==> src/rtl/result_merge_stage.sv <==
// result_merge_stage
//
// Merges two per-lane result streams into one registered output stream.
// Each lane is buffered in a small FIFO. A round-robin arbiter pops the lane
// FIFO heads into a single output register and tags each beat with its
// source lane. When the lane FIFOs fill up, the resulting backpressure is
// returned upstream as per-lane stalls.
//
// Parameters
//   DATA_W   width of each result beat
//   DEPTH    entries per lane FIFO (power of two, >= 2)
//
// Ports
//   clk                      clock, rising edge
//   reset                    synchronous, active-high reset
//   in_valid_1/2             lane result valid
//   in_data_1/2              lane result data
//   in_flush_1/2             lane flush: empties the lane FIFO and drops the
//                            beat presented this cycle
//   out_stall_1/2            lane backpressure (lane FIFO full)
//   out_valid                merged beat valid
//   out_data                 merged beat data
//   out_src                  merged beat source: 0 = lane 1, 1 = lane 2
//   out_flush                registered OR of the lane flushes
//   in_stall                 downstream backpressure
//
// Build option
//   RESULT_MERGE_BYPASS_EN   when defined, a beat arriving at an empty lane
//                            may go straight into the output register in the
//                            cycle it arrives (latency 1). When undefined,
//                            every beat passes through its lane FIFO
//                            (latency 2).

module result_merge_stage #(
   parameter int DATA_W = 32,
   parameter int DEPTH  = 2
) (
   input  logic              clk,
   input  logic              reset,
   input  logic              in_valid_1,
   input  logic [DATA_W-1:0] in_data_1,
   input  logic              in_flush_1,
   input  logic              in_valid_2,
   input  logic [DATA_W-1:0] in_data_2,
   input  logic              in_flush_2,
   output logic              out_stall_1,
   output logic              out_stall_2,
   output logic              out_valid,
   output logic [DATA_W-1:0] out_data,
   output logic              out_src,
   output logic              out_flush,
   input  logic              in_stall
);

   localparam int AW = (DEPTH > 1) ? $clog2(DEPTH) : 1;
   localparam int CW = AW + 1;
   localparam logic [CW-1:0] FULL_CNT = CW'(DEPTH);

   // Lane 1 FIFO state
   logic [DATA_W-1:0] mem_1 [DEPTH];
   logic [AW-1:0]     wr_ptr_1;
   logic [AW-1:0]     rd_ptr_1;
   logic [CW-1:0]     count_1;

   // Lane 2 FIFO state
   logic [DATA_W-1:0] mem_2 [DEPTH];
   logic [AW-1:0]     wr_ptr_2;
   logic [AW-1:0]     rd_ptr_2;
   logic [CW-1:0]     count_2;

   // Round-robin pointer: 0 prefers lane 1, 1 prefers lane 2
   logic rr;

   logic accept_1, accept_2;
   logic fifo_req_1, fifo_req_2;
   logic byp_req_1, byp_req_2;
   logic req_1, req_2;
   logic load;
   logic grant_1, grant_2;
   logic pop_1, pop_2;
   logic byp_1, byp_2;
   logic push_1, push_2;
   logic [DATA_W-1:0] head_1, head_2;
   logic [DATA_W-1:0] sel_data;
   logic              flush_hits_out;

   // Stall comes from the registered count only, so a full lane does not
   // accept even if its head leaves in the same cycle.
   assign out_stall_1 = (count_1 == FULL_CNT);
   assign out_stall_2 = (count_2 == FULL_CNT);

   assign accept_1 = in_valid_1 && !out_stall_1 && !in_flush_1;
   assign accept_2 = in_valid_2 && !out_stall_2 && !in_flush_2;

   assign fifo_req_1 = (count_1 != '0) && !in_flush_1;
   assign fifo_req_2 = (count_2 != '0) && !in_flush_2;

`ifdef RESULT_MERGE_BYPASS_EN
   // An empty lane can offer its incoming beat directly. A lane with buffered
   // beats only ever offers its FIFO head, which keeps the lane in order.
   assign byp_req_1 = (count_1 == '0) && in_valid_1 && !in_flush_1;
   assign byp_req_2 = (count_2 == '0) && in_valid_2 && !in_flush_2;
`else
   assign byp_req_1 = 1'b0;
   assign byp_req_2 = 1'b0;
`endif

   assign req_1 = fifo_req_1 || byp_req_1;
   assign req_2 = fifo_req_2 || byp_req_2;

   assign load = !out_valid || !in_stall;

   always_comb begin
      grant_1 = 1'b0;
      grant_2 = 1'b0;
      if (load) begin
         if (!rr) begin
            if (req_1)
               grant_1 = 1'b1;
            else if (req_2)
               grant_2 = 1'b1;
         end else begin
            if (req_2)
               grant_2 = 1'b1;
            else if (req_1)
               grant_1 = 1'b1;
         end
      end
   end

   // A granted lane either pops its FIFO head or, when empty, bypasses.
   assign pop_1 = grant_1 && fifo_req_1;
   assign pop_2 = grant_2 && fifo_req_2;
   assign byp_1 = grant_1 && !fifo_req_1;
   assign byp_2 = grant_2 && !fifo_req_2;

   // A bypassed beat is accepted but never written into the FIFO.
   assign push_1 = accept_1 && !byp_1;
   assign push_2 = accept_2 && !byp_2;

   assign head_1 = mem_1[rd_ptr_1];
   assign head_2 = mem_2[rd_ptr_2];

   always_comb begin
      sel_data = head_1;
      if (grant_2)
         sel_data = byp_2 ? in_data_2 : head_2;
      else if (grant_1)
         sel_data = byp_1 ? in_data_1 : head_1;
   end

   // A flush of the lane whose beat sits in the output register kills it,
   // even while downstream is stalling.
   assign flush_hits_out = out_valid &&
                           ((in_flush_1 && !out_src) || (in_flush_2 && out_src));

   // Lane 1 storage (data is not reset; count and pointers qualify it)
   always_ff @(posedge clk) begin
      if (push_1)
         mem_1[wr_ptr_1] <= in_data_1;
   end

   always_ff @(posedge clk) begin
      if (reset) begin
         wr_ptr_1 <= '0;
         rd_ptr_1 <= '0;
         count_1  <= '0;
      end else if (in_flush_1) begin
         wr_ptr_1 <= '0;
         rd_ptr_1 <= '0;
         count_1  <= '0;
      end else begin
         if (push_1)
            wr_ptr_1 <= wr_ptr_1 + AW'(1);
         if (pop_1)
            rd_ptr_1 <= rd_ptr_1 + AW'(1);
         count_1 <= count_1 + CW'(push_1) - CW'(pop_1);
      end
   end

   // Lane 2 storage
   always_ff @(posedge clk) begin
      if (push_2)
         mem_2[wr_ptr_2] <= in_data_2;
   end

   always_ff @(posedge clk) begin
      if (reset) begin
         wr_ptr_2 <= '0;
         rd_ptr_2 <= '0;
         count_2  <= '0;
      end else if (in_flush_2) begin
         wr_ptr_2 <= '0;
         rd_ptr_2 <= '0;
         count_2  <= '0;
      end else begin
         if (push_2)
            wr_ptr_2 <= wr_ptr_2 + AW'(1);
         if (pop_2)
            rd_ptr_2 <= rd_ptr_2 + AW'(1);
         count_2 <= count_2 + CW'(push_2) - CW'(pop_2);
      end
   end

   // Output register, flush forwarding and round-robin pointer
   always_ff @(posedge clk) begin
      if (reset) begin
         out_valid <= 1'b0;
         out_data  <= '0;
         out_src   <= 1'b0;
         out_flush <= 1'b0;
         rr        <= 1'b0;
      end else begin
         out_flush <= in_flush_1 || in_flush_2;
         if (load) begin
            out_valid <= grant_1 || grant_2;
            if (grant_1 || grant_2) begin
               out_data <= sel_data;
               out_src  <= grant_2;
               // the lane not granted becomes preferred
               rr       <= grant_1;
            end
         end else if (flush_hits_out) begin
            out_valid <= 1'b0;
         end
      end
   end

endmodule
==> config.mk <==
export PLATFORM = sky130hd
export DESIGN_NAME = result_merge_stage
export DESIGN_NICKNAME = d
export VERILOG_FILES = /design/src/rtl/result_merge_stage.sv
export SDC_FILE = /design/constraint.sdc
export NUM_CORES = 1
export LEC_CHECK = 0
export CAP_MARGIN = 20
export CORE_MARGIN = 1.5
export CORE_UTILIZATION = 27
export DETAILED_ROUTE_END_ITERATION = 8
export GPL_TIMING_DRIVEN = 0
export PLACE_DENSITY = 0.56
export SLEW_MARGIN = 20
export SYNTH_ARGS = -nofsm -noshare
export SYNTH_HDL_FRONTEND = slang
export SYNTH_SLANG_ARGS = --single-unit
==> constraint.sdc <==
create_clock -name clk -period 7.8 [get_ports clk]
set_input_delay 1.56 -clock clk [delete_from_list [all_inputs] [get_ports clk]]
set_output_delay 1.56 -clock clk [all_outputs]
set_load 0.05 [all_outputs]
==> results.yml <==
cts:
  clock_sinks: 174
  cts_setup_buffers: 0
  worst_setup_hold_path_clk_slew_ns: 0.06
  clk_latency_ns: 0.43
  clockBufferDepth: 2
  numCtsBuffers: 17
  cts_tree: "built"
  cts_max_level: 4
  cts.repair.resized: 0
  cts_hold_buf: 0
  cts_root_buffer: "clkbuf_16"
grt:
  grt_pass1_vias: 4409
  grt_first_pass_wirelength_um: 24200
  grt_max_degree: 23
  grt.overflow.total: 0
  antenna_found_initial: 1
  gr-usage-all-layers_pct: 12.6
floorplan:
  num_io_pins: 108
  start_util_pct: 27.7
  dieArea_sq_mm: 0.0261
  die_w_um: 162
  fp.dieH_um: 162
  rows: 57
  core_sq_mm: 0.0245
cells_and_area:
  area.growth.synth_to_final_pct: 30.7
  drive_above_1_share_pct: 10.7
  final_common_cell: "edfxtp_1"
  layout_common_cells: "edfxtp_1 (128), clkdlybuf4s50_1 (104), mux2i_1 (60)"
  nets: 662
worst_setup_path:
  startpoint_type: "input port"
  critPathRequiredTime_ns: 8.10
  worstSetupPathType: "input port to register"
  cp.arrival_ns: 3.84
  ff2ff_setup_slack_ns: 5.47
  crit_path_end_kind: "register"
  rr_startpoint: "count_1[1]"
  cp_max_fo: 10
  regToRegEndpoint: "count_2[1]"
  reg2reg_depth: 11
worst_hold_path:
  worst_hold_path.num_cells: 2
  holdPathEnd: "out_data[25]"
  min_from: "out_data[25]"
  min_path_type: "register to register"
routing:
  vias_per_cell: 4.45
  drc: 0
  wire_per_inst_um: 17.4
  antenna_left: 0
  drt_pass1_iterations: 4
  finalWirelength_um: 16100
  dr.first_iter.drc_count: 187
  dr_total_vias: 4117
power_and_ir_drop:
  ir_drop_v: 0.0000918
  power_uw: 1980
  power_density_mw_per_mm2: 223
  power_leakage_uw: 0.00295
placed_design:
  post-dp-hpwl_um: 11900
  gp_congestion: 0.732
  port_buffers: 104
  dp_slack_ns: 3.78
yosys:
  syn_area_per_cell_sq_um: 14.8
  yosys_warnings: 0
  synth.area.top_cells: "edfxtp_1 (57%), dfxtp_1 (14%), mux2i_1 (8.8%)"
  ys_seq_area_share_pct: 70.1
  syn-instance-count: 460
  synth_seq_cells: 174
  synth_top_area_share_pct: 56.6
  synth_top_area_cell: "edfxtp_1"
  synth_area_sq_mm: 0.00679
  syn_nets: 535
  ys_types: 30
job:
  cap_violations: 0
timing:
  finalClockSkew_ns: 0.0107
  final-setup-viol-count: 0
  fmax_mhz: 282
  finalHoldViolations: 0
  rsz0062_at_grt: "false"
  slew_viol_final: 0
  tightest_slew_ns: 0.631
  fin_setup_tns_ns: 0
  worst_slack_ns: 4.26
  finalCritPeriodShare_pct: 45.4
  relSlewSlack_pct: 57.9
  min_period_ns: 3.54
status:
  run_status: "finished, final reports clean"
-- critical path, stage by stage --
cell	delay, ns
clkdlybuf4s50_1	0.51
nand2_1	0.16
o211ai_4	0.15
buf_6	0.18
buf_2	0.27
inv_1	0.12
ha_1	0.30
inv_1	0.06
ha_1	0.15
xor2_1	0.19
xnor2_1	0.14
nor3_1	0.06
-- registers in the layout, indices dropped and copies added (netlist names), named ones only --
name	cells
mem_1	64
count_2	2
wr_ptr_1	1
out_valid	1
mem_2	64
out_data	32
count_1	2
rd_ptr_1	1
out_flush	1
wr_ptr_2	1
rr	1
rd_ptr_2	1
out_src	1
-- Yosys cell counts --
cell type  number
inv_1           5
nor2_1         15
dfxtp_1        46
a21oi_1        26
o211ai_4        1
nor2b_1        25
nand2_4         1
mux2i_1        60
clkbuf_1        9
nand2_1        25
edfxtp_1      128
a211oi_2        1
buf_1           2
buf_6           3
or2_2           1
xor2_1          3
ha_1            4
o21ba_4         1
buf_2          14
o21a_4          1
o21bai_4        1
o31ai_1         9
nor3_1          8
nor3b_1         4
o21ai_0         9
a211o_1        23
and2_1          3
xnor2_1         5
buf_4           4
a211oi_1       23
-- final cells by class --
type                    count  area [sq um]
diodes                      1          2.50
plain buffers              32           175
clock buffers              17           425
clock inverters            15           100
fillers                  2378         15700
inverters                   5          18.8
multi-input cells         249          1850
flip-flops and latches    174          4760
well taps                 324           405
repair buffers            108          1140
-- stage by stage --
step           utilization (%)  instance area [sq um]  hold WS [ns]  cells
2_1_floorplan                -                   6790         0.520    460
3_3_place_gp              33.6                   8240         0.445    888
3_5_place_dp              34.0                   8350         0.446    892
4_1_cts                   36.2                   8880         0.455    924
5_1_grt                   36.2                   8880         0.466    924
6_report                  36.2                   8880         0.456    925
-- logic make-up after synthesis --
| logic type | Yosys count | synth area share, % |
|---|---|---|
| muxes | 60 | 8.84 |
| DFF | 174 | 70.1 |
| xor gates and xnor gates | 8 | 1.03 |
| adders and majority gates | 4 | 0.737 |
| buffers and inverters | 37 | 2.86 |
| and+or+nand+nor | 82 | 6.08 |
| AOI/OAI and AO/OA | 95 | 10.3 |
-- worst max-delay path by stage --
| stage | from | to | cells after the start |
|---|---|---|---|
| 3_3_place_gp | in_valid_2 | mem_2[0][16] | 4 |
| 3_5_place_dp | in_stall | count_2[1] | 12 |
| 2_1_floorplan | in_flush_1 | mem_1[0][0] | 4 |
| 5_1_grt | in_stall | count_2[1] | 12 |
| 4_1_cts | in_stall | count_2[1] | 12 |
| 6_report | in_stall | count_2[1] | 12 |
-- layer usage --
layer	routed length (um)	share of wire, %	global-route usage, %
met2	7860	49	21.0
met3	1000	6.2	4.21
met4	423	2.6	5.92
met5	0	0	0
met1	6830	42	14.6
-- power by group --
group / internal [uW] / leakage [uW] / switching, uW
Combinational: 82.1 / 0.00116 / 108
Clock: 403 / 0.000249 / 350
Sequential: 1030 / 0.00155 / 11.1
Power figures use the tool's default switching activity.
